## src/rtl/oversample_frame_ctrl.sv

```systemverilog
// Majority-vote frame recovery for an oversampled serial line.
// Define MAJ_PARITY_EN to add an even-parity window between data and stop.
module oversample_frame_ctrl #(
  parameter int OSR       = 17,
  parameter int DATA_BITS = 8,
  parameter int CNT_W     = 5
) (
  input  logic                 clk,
  input  logic                 rst,
  input  logic                 en,
  input  logic                 in,
  output logic [DATA_BITS-1:0] data_out,
  output logic                 valid_out,
  input  logic                 ready_in,
  output logic                 busy,
  output logic                 frame_err,
  output logic                 overrun
);

  localparam logic [2:0] S_IDLE  = 3'd0;
  localparam logic [2:0] S_START = 3'd1;
  localparam logic [2:0] S_DATA  = 3'd2;
  localparam logic [2:0] S_STOP  = 3'd3;
`ifdef MAJ_PARITY_EN
  localparam logic [2:0] S_PAR   = 3'd4;
`endif

  logic [2:0]           state;
  logic [CNT_W-1:0]     cnt1;
  logic [CNT_W-1:0]     cnt0;
  logic [CNT_W-1:0]     pos;
  logic [DATA_BITS-1:0] shreg;
  logic                 pend;
`ifdef MAJ_PARITY_EN
  logic                 perr;
`endif

  logic [CNT_W-1:0]     n1;
  logic [CNT_W-1:0]     n0;
  logic [CNT_W:0]       total;
  logic                 close;
  logic                 vote;

  // counts including the current sample; the closing sample is part of its window
  always_comb begin
    n1    = cnt1 + CNT_W'(in);
    n0    = cnt0 + CNT_W'(!in);
    total = {1'b0, n1} + {1'b0, n0};
    close = (total == (CNT_W+1)'(OSR));
    vote  = (n1 > n0);
  end

  assign busy = (state != S_IDLE);

  always_ff @(posedge clk or posedge rst) begin
    if (rst) begin
      state     <= S_IDLE;
      cnt1      <= '0;
      cnt0      <= '0;
      pos       <= '0;
      shreg     <= '0;
      pend      <= 1'b0;
      frame_err <= 1'b0;
`ifdef MAJ_PARITY_EN
      perr      <= 1'b0;
`endif
    end else begin
      frame_err <= 1'b0;
      pend      <= 1'b0;
      if (en) begin
        if (state == S_IDLE) begin
          if (in) begin
            cnt1  <= CNT_W'(1);
            cnt0  <= '0;
            state <= S_START;
          end
        end else if (!close) begin
          cnt1 <= n1;
          cnt0 <= n0;
        end else begin
          cnt1 <= '0;
          cnt0 <= '0;
          unique case (state)
            S_START: begin
              pos   <= '0;
`ifdef MAJ_PARITY_EN
              perr  <= 1'b0;
`endif
              state <= vote ? S_DATA : S_IDLE;
            end
            S_DATA: begin
              shreg <= {vote, shreg[DATA_BITS-1:1]};
              pos   <= pos + CNT_W'(1);
              if (pos == CNT_W'(DATA_BITS-1)) begin
`ifdef MAJ_PARITY_EN
                state <= S_PAR;
`else
                state <= S_STOP;
`endif
              end
            end
`ifdef MAJ_PARITY_EN
            S_PAR: begin
              perr      <= (vote != ^shreg);
              frame_err <= (vote != ^shreg);
              state     <= S_STOP;
            end
`endif
            S_STOP: begin
              state <= S_IDLE;
              if (vote) begin
                frame_err <= 1'b1;
`ifdef MAJ_PARITY_EN
              end else if (!perr) begin
`else
              end else begin
`endif
                pend <= 1'b1;
              end
            end
            default: state <= S_IDLE;
          endcase
        end
      end
    end
  end

  // shreg is untouched for at least OSR samples after stop, so it is read directly
  always_ff @(posedge clk or posedge rst) begin
    if (rst) begin
      data_out  <= '0;
      valid_out <= 1'b0;
      overrun   <= 1'b0;
    end else begin
      overrun <= 1'b0;
      if (pend) begin
        if (valid_out && !ready_in) begin
          overrun <= 1'b1;
        end else begin
          data_out  <= shreg;
          valid_out <= 1'b1;
        end
      end else if (valid_out && ready_in) begin
        valid_out <= 1'b0;
      end
    end
  end

endmodule

```

## config.mk

```make
export PLATFORM = sky130hd
export DESIGN_NAME = oversample_frame_ctrl
export DESIGN_NICKNAME = d
export VERILOG_FILES = /design/src/rtl/oversample_frame_ctrl.sv
export SDC_FILE = /design/constraint.sdc
export NUM_CORES = 1
export LEC_CHECK = 0
export ABC_AREA = 1
export BUFFER_PORTS_ARGS = -buffer_cell sky130_fd_sc_hd__buf_2
export CORE_MARGIN = 3
export CORE_UTILIZATION = 54
export CTS_CLUSTER_SIZE = 14
export DETAILED_ROUTE_END_ITERATION = 7
export PLACE_DENSITY = 0.76
export SETUP_SLACK_MARGIN = 0.15
export SLEW_MARGIN = 30
export SYNTH_ARGS = -nofsm -noshare
export SYNTH_HDL_FRONTEND = slang
export SYNTH_SLANG_ARGS = --single-unit
```

## constraint.sdc

```tcl
create_clock -name clk -period 2.53 [get_ports clk]
set_input_delay 0.253 -clock clk [delete_from_list [all_inputs] [get_ports clk]]
set_output_delay 0.253 -clock clk [all_outputs]
set_load 0.02 [all_outputs]
```

After elaboration in Yosys (flattened, before gate mapping)
Index checks and enable logic that the tools add are counted.

$add $sub $neg: 4. $lt $le $gt $ge: 1. Equality and inequality tests: 8. Multiplexer cells: 28. Bitwise operators: 2. Reductions and logical operators: 15.

Operators by type and width (count): $mux 5 (6); $mux 1 (15); $mux 3 (4); $reduce_and 4->1 (3); $add 5x1->5 (2); $pmux 5 s2 (1); $add 5x5->6 (1); $eq 3x2->1 const B (2); $eq 6x5->1 const B (1); $pmux 3 s2 (1); $reduce_and 2->1 (3); $reduce_bool 2->1 (3); $add 5x1->5 const B (1); $eq 5x3->1 const B (1); $gt 5x5->1 (1); $ne 2x2->1 const B (2); $eq 3x1->1 const B (1); $logic_not 3->1 (1); $ne 3x3->1 const B (1); $reduce_bool 3->1 (1); $logic_and 1x1->1 (2); $logic_not 1->1 (2); $mux 2 (1); $not 1->1 (2).

Register bits after elaboration: 38. Bits of input ports: 5. Output and inout bits: 12.

Longest topological paths before layout
Gate-level depths: netlist (run 1).

Word-level depth: 8. Gate-level depth with buffers: 17. Gate-level depth less buffers: 17.

Least setup slack after synthesis (run 1)
OpenSTA, ideal clock, no wires.

Path kind: register to register. Start point: reg cnt1[0]. End point: reg pos[1]. Setup time: 0.117 ns. Data arrival time: 2.309 ns. Path slack: 0.104 ns. Cell stages (with the launch flop): 15. Buffers on the path: 0. Period minus slack after synthesis: 2.426 ns. Cells stage by stage: dfrtp_1 > ha_1 > ha_1 > xor2_1 > ha_1 > a21oi_1 > nand2_1 > nand2_1 > nand2_1 > a21oi_4 > nand2_4 > nor2_8 > nand2_1 > nand2_1 > nand2_1.

Longest elaborated chain between the ends: 4.

Ends and longest elaborated chain: start, declared (RTL line 29) `logic [CNT_W-1:0] cnt1;`; start signal, assigned (RTL line 78) `cnt1 <= n1;`; $add 5x1->5 (RTL line 46) `n1 = cnt1 + CNT_W'(in);`; $add 5x5->6 (RTL line 48) `total = {1'b0, n1} + {1'b0, n0};`; $eq 6x5->1 (RTL line 49) `close = (total == (CNT_W+1)'(OSR));`; $reduce_and 4->1 (no line); end signal, assigned (RTL line 93) `pos <= pos + CNT_W'(1);`; end, declared (RTL line 31) `logic [CNT_W-1:0] pos;`.

No other way between the ends. A chain may end at the register's enable or synchronous reset.

Worst setup path in the final report (run 1)
Start point: reg cnt1[0]. End point: reg shreg[6].

Longest elaborated chain between the ends: 4.

Ends and longest elaborated chain: $add 5x1->5 (RTL line 46); $add 5x5->6 (RTL line 48); $eq 6x5->1 (RTL line 49); $reduce_and 4->1 (no line); end signal, assigned (RTL line 92) `shreg <= {vote, shreg[DATA_BITS-1:1]};`; end, declared (RTL line 32) `logic [DATA_BITS-1:0] shreg;`.

No other way between the ends.

==> run_results.csv, run 1 <==
group,metric,value,unit
synth,synth_xor_area_share,2.84,%
floorplanning,io_pins,17,
power,power.leakage,1.39,nW
floorplanning,rows,22,
power,powerDensity,851,nW/µm²
timing,finalCritPeriodShare,95.7,%
synth,avgSynthCellArea,8.70,µm²
setup_path,endpoint_kind,"flip-flop",
clock_network,clk_root_buffer_cell,"clkbuf_8",
setup_path,crit_arrival,2.59,ns
timing,rsz0062_at_grt,"true",
floorplanning,dieWidth,69.2,µm
global_route,antenna_found_initial,0,
clock_network,ctsHoldBuffers,0,
placement,routabilityCongestion,0.822,
synth,yosysTopAreaCell,"dfrtp_1",
setup_path,critPathMaxStageDelay,0.46,ns
floorplanning,core,3740,µm²
synth,ys_seq_area_share,42.9,%
timing,finalHoldWorstSlack,0.0637,ns
setup_path,r2r_setup_slack,0.11,ns
hold_path,min_path_type,"in -> async",
setup_path,crit_type,"reg -> reg",
synth,syn_area,2160,µm²
finish,stdcell_count,329,
synth,synthTopCellsByArea,"dfrtp_1, ha_1, nand2_1",
floorplanning,fp.dieH,69.2,µm
synth,yosysUniqueCellTypes,24,
routing,drc_errors,0,
finish,nets,307,
timing,hold_viol_final,0,
setup_path,r2r_cells,13,
setup_path,start_kind,"flip-flop",
timing,slew_violations,0,
setup_path,crit-reg2reg-launch,"cnt1[0]$_DFFE_PP0P_",
clock_network,cts_tree,"done",
floorplanning,dieArea,4790,µm²
floorplanning,floorplan.initialDensity,57.7,%
clock_network,clockBufferDepth,2,
routing,drt_first_pass_iters,4,
timing,layout_setup_ws,0.108,ns
setup_path,cp_max_fo,8,
synth,muxShareOfSynthArea,4.17,%
synth,ys_warn_count,0,
synth,synth_fa_ha_area_share,11.9,%
finish,final_common_cell,"nand2_1",
routing,viasPerCell,5.22,
timing,post-route-min-period,2.42,ns
synth,synth-simple-area-share,26.2,%
routing,drt-initial-drc-count,89,
synth,synth-seq-cells,37,
finish,antennaDiodeCount,0,
setup_path,worstSetupEndpoint,"shreg[6]$_DFFE_PP0P_",
global_route,overflow,0,
run,max_cap_viol_count,0,
placement,detailed_place_hpwl,3100,µm
timing,setup_viol,0,
synth,synth_compound_area_share,5.33,%
timing,slew_headroom,64.0,%
global_route,first_global_vias,1736,
synth,yosysTopAreaCellShare,42.9,%
placement,io_buffer_count,16,
global_route,grt_pass1_wl,7600,µm
setup_path,crit_start,"cnt1[0]$_DFFE_PP0P_",
status,status,"completed",
finish,final_cell_mix,"nand2_1, dfrtp_1, inv_1",
finish,area_growth,21.2,%
placement,pre_cts_ws,-0.0732,ns
finish,drive_above_1_share,26.3,%
clock_network,cts.htree.levels,2,
routing,avgRoutedWirePerCell,13.1,µm
routing,drt_wl_total,4310,µm
synth,syn_nets,273,
clock_network,clkLatencyLatePin,0.28,ns
placement,post-place-cells,319,
synth,synth_top_family_by_area,"simple AND/OR/NAND/NOR gates",
setup_path,r2r_end,"shreg[6]$_DFFE_PP0P_",
routing,ant_nets,0,
global_route,grtUsageTotal,19.3,%
timing,max_freq,413,MHz
power,vdd_drop_max,0.822,mV
global_route,grt_start_max_net_pins,38,
clock_network,cts_buffers,5,
clock_network,clk_pin_slew_worst_paths,0.07,ns
timing,tightest_slew,0.539,ns
setup_path,slowest_stage,"fa_2",
clock_network,cts_num_sinks,37,
synth,netlist_instances,248,
setup_path,worst_ep_required_time,2.70,ns
routing,vias,1716,
timing,fin_skew,0.00309,ns
setup_path,crit_chain,"ha_4 -> ha_4 -> fa_2 -> nor2_2 -> nand2_1 -> nor2_1 -> nand3_1 -> a21oi_4 -> nand2_4 -> nor2_8 -> nand2_4 -> nand2_2 -> nand2_2",
-- state kept, by name, summed over array words and instances, names as in the netlist --
name,count
state,2
shreg,8
overrun,1
pos,5
data_out,8
pend,1
frame_err,1
cnt0,5
valid_out,1
cnt1,5
-- Yosys cell counts, drive strengths merged --
master / number
a21oi: 7
buf: 1
clkbuf: 1
dfrtp: 37
fa: 1
ha: 19
inv: 34
mux2: 8
nand2: 64
nand3: 30
nand3b: 1
nand4: 8
nor2: 17
nor3: 1
o21ai: 6
o22ai: 5
o31ai: 1
xor2: 7
-- where the power goes --
group	total (mW)	leakage [nW]	switching, mW	internal, mW
combinational	1.12	0.843	0.644	0.480
sequential	0.734	0.509	0.0864	0.647
clock	0.367	0.0399	0.186	0.181
-- worst min path at each step --
stage / start / to / slack, ns / cells past startpoint
floorplan: rst / cnt0[0]$_DFFE_PP0P_ / 0.43 / 1
global placement: rst / data_out[2]$_DFFE_PP0P_ / 0.38 / 3
detailed placement: rst / cnt1[4]$_DFFE_PP0P_ / 0.38 / 3
CTS: rst / cnt0[1]$_DFFE_PP0P_ / 0.08 / 3
global route: rst / data_out[2]$_DFFE_PP0P_ / 0.12 / 3
finish: rst / overrun$_DFF_PP0_ / 0.06 / 3
-- area by class of cell --
| type | instances | area, µm² |
|---|---|---|
| clock buffer | 5 | 68.8 |
| clock inverter | 1 | 5.00 |
| sequential | 37 | 926 |
| tap | 48 | 60.1 |
| fill | 290 | 1130 |
| timing repair buffer | 29 | 185 |
| multi-input combinational | 175 | 1240 |
| inverter | 34 | 128 |
-- layer usage --
metal	wire (µm)	up-vias	track usage [%]
met4	82	0	6.29
met1	2010	802	25.8
met3	156	9	3.62
li1	-	872	-
met2	2050	33	31.7
met5	0	-	0
-- worst max-delay path: cells and delay by family (launching register included) --
kind | cells | cell delay, ns
AOI/OAI and AO/OA | 1 | 0.15
adders and majority gates | 3 | 0.90
DFF | 1 | 0.41
and+or+nand+nor | 9 | 0.84
-- stage by stage --
step           TNS (ns)  instance area, µm²  util (%)  total power, mW
2_1_floorplan         0                2200         -             1.46
3_3_place_gp          0                2390      63.9             1.67
3_5_place_dp     -0.545                2390      63.9             1.70
4_1_cts               0                2570      68.6             2.18
5_1_grt          -0.804                2620      69.9             2.43
6_report              0                2620      69.9             2.23
-- kinds of logic (layout without fill, tap and decap cells) --
family	after synthesis	in the layout
AND/OR/NAND/NOR	121	121
flip-flops	37	37
buffers and inverters	36	69
adder cells (fa/ha/maj)	20	20
AO/OA/AOI/OAI	19	19
multiplexers	8	8
XOR/XNOR	7	7
-- timing repair --
action                     4_1_cts  5_1_grt
resized for setup               13       13
setup buffers                    3        1
pin swaps                       19        2
setup endpoints to repair       27       27
Power figures use the tool's default switching activity.
==> run 2: changes to the inputs <==
Settings changed: CORE_ASPECT_RATIO set to 1.4.
==> run 2 against run 1 <==
Cell area up 2.6%; sequential power up 0.8%; hold slack worse by 0.0055 ns; routed wire length up 5.1%; flip-flop and latch count unchanged.
==> run_results.csv, run 2 (same netlist as run 1, synthesis figures left out) <==
group,metric,value,unit
status,status,"completed",
finish,fill_cells,293,
power,powerDensity,945,nW/µm²
timing,hold_viol_final,0,
setup_path,slowest_stage,"fa_2",
clock_network,clockBufferDepth,2,
routing,drt_first_pass_iters,4,
routing,drc_errors,0,
finish,final_cell_mix,"nand2_1, dfrtp_1, inv_1",
timing,fin_skew,0.00804,ns
placement,io_buffer_count,16,
hold_path,min_path_type,"in -> async",
timing,setup_viol,0,
setup_path,crit_family,"adder cells",
placement,detailed_place_hpwl,3330,µm
setup_path,r2r_setup_slack,0.10,ns
timing,fin_tns_setup,0,ns
finish,multi_input_comb_area,1240,µm²
setup_path,crit_arrival,2.61,ns
clock_network,clk_root_buffer_cell,"clkbuf_8",
routing,drt-initial-drc-count,81,
floorplanning,dieArea,4800,µm²
global_route,grtUsageTotal,21.3,%
power,vdd_drop_max,1.03,mV
floorplanning,dieWidth,59.4,µm
setup_path,crit_top_cell,"nand2_1",
placement,routabilityCongestion,0.848,
setup_path,crit_type,"reg -> reg",
timing,slew_violations,0,
finish,antennaDiodeCount,0,
setup_path,crit_chain,"ha_4 -> ha_4 -> fa_2 -> nor2_2 -> nand2_1 -> nor2_2 -> nand3_2 -> a21oi_4 -> nand2_4 -> nor2_8 -> nand2_4 -> nand2_1 -> nand2_1",
timing,finalCritPeriodShare,96.0,%
finish,drive_above_1_share,27.0,%
finish,nets,309,
routing,avgRoutedWirePerCell,13.8,µm
timing,slew_headroom,68.8,%
finish,final_common_cell,"nand2_1",
global_route,overflow,0,
power,power.leakage,1.43,nW
global_route,antenna_found_initial,0,
setup_path,start_kind,"flip-flop",
finish,seqCellArea,928,µm²
global_route,first_global_vias,1795,
timing,max_freq,412,MHz
finish,area_growth,24.3,%
clock_network,clk_pin_slew_worst_paths,0.08,ns
setup_path,critPathMaxStageDelay,0.44,ns
clock_network,cts.htree.levels,2,
clock_network,cts_buffers,5,
floorplanning,core,3740,µm²
setup_path,cp_max_fo,8,
routing,drt_wl_total,4530,µm
floorplanning,rows,26,
routing,ant_nets,0,
run,max_cap_viol_count,0,
clock_network,cts_num_sinks,37,
setup_path,critPathBufInv,0,
floorplanning,io_pins,17,
clock_network,cts_tree,"done",
routing,viasPerCell,5.55,
global_route,grt_pass1_wl,7780,µm
floorplanning,floorplan.initialDensity,57.7,%
timing,finalHoldWorstSlack,0.0582,ns
global_route,grt_start_max_net_pins,38,
finish,reg.largest.list,"data_out (8), shreg (8)",
routing,vias,1816,
clock_network,clkLatencyLatePin,0.29,ns
floorplanning,fp.dieH,80.8,µm
setup_path,worst_ep_required_time,2.71,ns
setup_path,endpoint_kind,"flip-flop",
timing,rsz0062_at_grt,"true",
timing,tightest_slew,0.466,ns
timing,post-route-min-period,2.43,ns
[run 2: cell types whose count changed in the layout (fill, tap and decap cells not counted), moves of 2 or more]
cell       previous run  this run
buf_4                11        13
bufinv_16             0         2
dfrtp_1              37        35
dfrtp_2               0         2
xor2_2                2         0
[run 2: where the power goes]
group          leakage [nW]  internal [mW]  total, mW  switching, mW
Sequential            0.505          0.649      0.740         0.0912
Combinational         0.854          0.493       1.18          0.688
Clock                0.0687          0.397      0.615          0.218
Total                  1.43           1.54       2.54          0.997
[run 2: what timing repair did]
action	4_1_cts	5_1_grt
resized for setup	15	12
endpoints found under the setup margin	26	27
hold buffers	0	0
pin swaps	10	5
setup buffers	1	0
[run 2: path summary, 6_finish.rpt]
check                               startpoint                     to  depth (start not counted)
max in group asynchronous                  rst    cnt0[2]$_DFFE_PP0P_                          3
min                                        rst      overrun$_DFF_PP0_                          3
max reg2reg                cnt0[0]$_DFFE_PP0P_   shreg[4]$_DFFE_PP0P_                         13
min in group clk                      ready_in      overrun$_DFF_PP0_                          4
max                        cnt0[0]$_DFFE_PP0P_   shreg[4]$_DFFE_PP0P_                         13
min reg2reg                     pend$_DFF_PP0_  valid_out$_DFFE_PP0P_                          2
[run 2: metal layers]
metal	GRT usage [%]	wire (µm)	part of all wire, %	vias to the layer above
met2	37.9	2380	53	41
met1	22.8	1770	39	875
met3	3.97	150	3.3	20
met5	0	0	0	-
met4	12.0	226	5.0	0
li1	-	-	-	880
[run 2: worst min-delay path, cell delays in order]
cell and delay [ns]:
buf_2 0.09, inv_1 0.04, buf_4 0.40
[run 2: through the flow]
stage / power [mW] / setup WS, ns / cell area (µm²) / utilization [%] / std cells
floorplan: 1.46 / 0.162 / 2200 / - / 248
finish: 2.54 / 0.100 / 2680 / 71.7 / 327
global placement: 1.72 / -0.0200 / 2420 / 64.7 / 318
global route: 2.71 / -0.0162 / 2680 / 71.7 / 327
detailed placement: 1.74 / -0.0361 / 2420 / 64.7 / 318
CTS: 2.46 / 0.111 / 2660 / 71.1 / 327
[run 2: layout make-up]
class | count | share of cell area (%)
Multi-Input combinational cell | 175 | 46.1
Sequential cell | 37 | 34.6
Timing Repair Buffer | 31 | 7.46
Inverter | 34 | 4.76
Clock buffer | 5 | 2.57
Clock inverter | 3 | 2.57
Tap cell | 42 | 1.96
==> run 3: changes to the inputs <==
Settings changed: PLACE_DENSITY 0.76 to unset, PLACE_DENSITY_LB_ADDON set to 0.15.
Clock period 2.53 ns to 2 ns, I/O delays scaled along.
==> run 3 against run 2 <==
Sequential power increased by 20%; core utilization increased by 3.8 points; routed wire length is 6.9% higher; critical path depth unchanged; hold slack got worse by 0.065 ns; first-iteration DRC count decreased by 46%; maximum frequency grew 0.81%; the run now ends with negative hold slack, negative setup slack left; sequential share of layout area decreased by 1.8 points; die area did not move; global-route usage up 1.0 points.
==> run_results.csv, run 3 (same netlist as run 1, synthesis figures left out) <==
group,metric,value,unit
status,status,"finished with violations",
status,failed_checks,"negative hold slack, negative setup slack",
routing,drt-initial-drc-count,44,
power,power.switching,1.26,mW
power,vdd_drop_max,1.08,mV
setup_path,start_kind,"flip-flop",
placement,pre_cts_ws,-0.437,ns
routing,drt_wl_total,4840,µm
clock_network,clkLatencyLatePin,0.30,ns
routing,drt_first_pass_iters,4,
timing,slew_violations,0,
power,clkPwrFrac,19.8,%
finish,reg.largest.list,"data_out (8), shreg (8)",
clock_network,cts_buffers,5,
timing,fin_skew,0.0145,ns
global_route,grt_pass1_wl,7840,µm
finish,post-route-util,75.5,%
timing,finalHoldWorstSlack,-0.00675,ns
global_route,grtUsageTotal,22.3,%
clock_network,cts_tree,"done",
floorplanning,dieWidth,59.4,µm
finish,drive_above_1_share,32.9,%
timing,setup_viol,27,
floorplanning,io_pins,17,
hold_path,min_path_type,"in -> async",
setup_path,crit_arrival,2.59,ns
clock_network,clk_pin_slew_worst_paths,0.08,ns
setup_path,worst_ep_required_time,2.18,ns
global_route,first_global_vias,1841,
placement,post_dp_cell_area,2610,µm²
power,comb_power_share,52.2,%
timing,slew_headroom,70.0,%
finish,final_cell_mix,"nand2_1, dfrtp_1, inv_1",
setup_path,slowest_stage,"dfrtp_1",
routing,viasPerCell,5.31,
power,seqPwrFrac,27.9,%
power,p_sw_share,39.4,%
power,power.leakage,1.52,nW
global_route,antenna_found_initial,0,
run,max_cap_viol_count,0,
routing,ant_nets,0,
finish,nets,326,
global_route,grt_start_max_net_pins,38,
routing,drc_errors,0,
placement,io_buffer_count,16,
placement,detailed_place_hpwl,3610,µm
floorplanning,fp.dieH,80.8,µm
floorplanning,core,3740,µm²
clock_network,clockBufferDepth,2,
clock_network,cts.htree.levels,2,
power,powerDensity,1130,nW/µm²
floorplanning,rows,26,
setup_path,crit_chain,"ha_4 -> ha_4 -> fa_2 -> nor2_1 -> nand2_1 -> nor2_1 -> nand3_2 -> a21oi_4 -> nand2_4 -> nor2_8 -> nand2_4 -> nand2_1 -> nand2_1",
timing,fin_tns_setup,-9.68,ns
routing,avgRoutedWirePerCell,14.1,µm
timing,post-route-min-period,2.41,ns
timing,hold_viol_final,3,
routing,vias,1821,
finish,antennaDiodeCount,0,
global_route,overflow,0,
timing,tightest_slew,0.449,ns
setup_path,crit_type,"reg -> reg",
floorplanning,floorplan.initialDensity,57.7,%
power,intPower,1.93,mW
clock_network,clk_root_buffer_cell,"clkbuf_8",
setup_path,crit_top_cell,"nand2_1",
floorplanning,dieArea,4800,µm²
setup_path,cp_max_fo,8,
clock_network,cts_num_sinks,37,
placement,routabilityCongestion,0.859,
setup_path,endpoint_kind,"flip-flop",
finish,final_common_cell,"nand2_1",
finish,area_growth,30.9,%
setup_path,critPathMaxStageDelay,0.42,ns
timing,max_freq,415,MHz
timing,layout_setup_ws,-0.411,ns
power,p_total,3.19,mW
finish,fin_area,2830,µm²
timing,rsz0062_at_grt,"true",
timing,finalCritPeriodShare,121,%
run 3: cell types whose count changed in the layout (fill, tap and decap cells not counted), sizes merged:
cell,change
buf,+17
bufinv,-1
clkinv,+1
inv,-1
run 3: worst max-delay path, delay by kind of cell (launching register included):
| kind | cells | cell delay (ns) |
|---|---|---|
| DFF | 1 | 0.42 |
| adders and majority gates | 3 | 0.86 |
| AOI/OAI and AO/OA | 1 | 0.14 |
| and+or+nand+nor | 9 | 0.85 |
run 3: path summary, 6_finish.rpt:
| check | from | endpoint | slack (ns) | cells past startpoint |
|---|---|---|---|---|
| max in group asynchronous | rst | pos[2]$_DFFE_PP0P_ | 1.68 | 3 |
| worst max-delay path | cnt0[0]$_DFFE_PP0P_ | shreg[6]$_DFFE_PP0P_ | -0.41 | 13 |
| worst min-delay path | rst | frame_err$_DFF_PP0_ | -0.007 | 3 |
| worst min register to register | shreg[0]$_DFFE_PP0P_ | shreg[0]$_DFFE_PP0P_ | 0.48 | 2 |
| worst max register to register | cnt0[0]$_DFFE_PP0P_ | shreg[6]$_DFFE_PP0P_ | -0.41 | 13 |
| min in group clk | ready_in | overrun$_DFF_PP0_ | 0.18 | 4 |
run 3: timing repair:
action / in CTS / in global routing
hold buffers: 0 / 0
setup buffers: 2 / 2
pin swaps: 9 / 7
endpoints found under the setup margin: 27 / 27
resized for setup: 14 / 9
run 3: power groups by stage:
stage	sequential, mW	combinational (mW)	clock (mW)
after floorplan	0.918	1.04	0
after global routing	0.899	1.84	0.674
after detailed placement	0.906	1.59	0
final	0.890	1.66	0.632
after global placement	0.900	1.56	0
after CTS	0.891	1.65	0.642
run 3: area by class of cell:
class,count,area [µm²]
Multi-Input combinational cell,175,1280
Timing Repair Buffer,48,332
Inverter,34,128
Tap cell,42,52.6
Clock inverter,2,35.0
Sequential cell,37,926
Fill cell,274,916
Clock buffer,5,68.8
run 3: per-stage QoR:
| stage | instances | hold slack (ns) |
|---|---|---|
| detailed placement | 332 | 0.340 |
| floorplan | 248 | 0.373 |
| global route | 343 | 0.0337 |
| global placement | 332 | 0.329 |
| CTS | 341 | 0.0165 |
| finish | 343 | -0.00675 |
run 3: routing by layer:
layer  wire length (µm)  GRT usage [%]
met1               1870           23.6
met2               2660           39.4
met3                152           5.88
met4                161           11.6
met5                  0              0
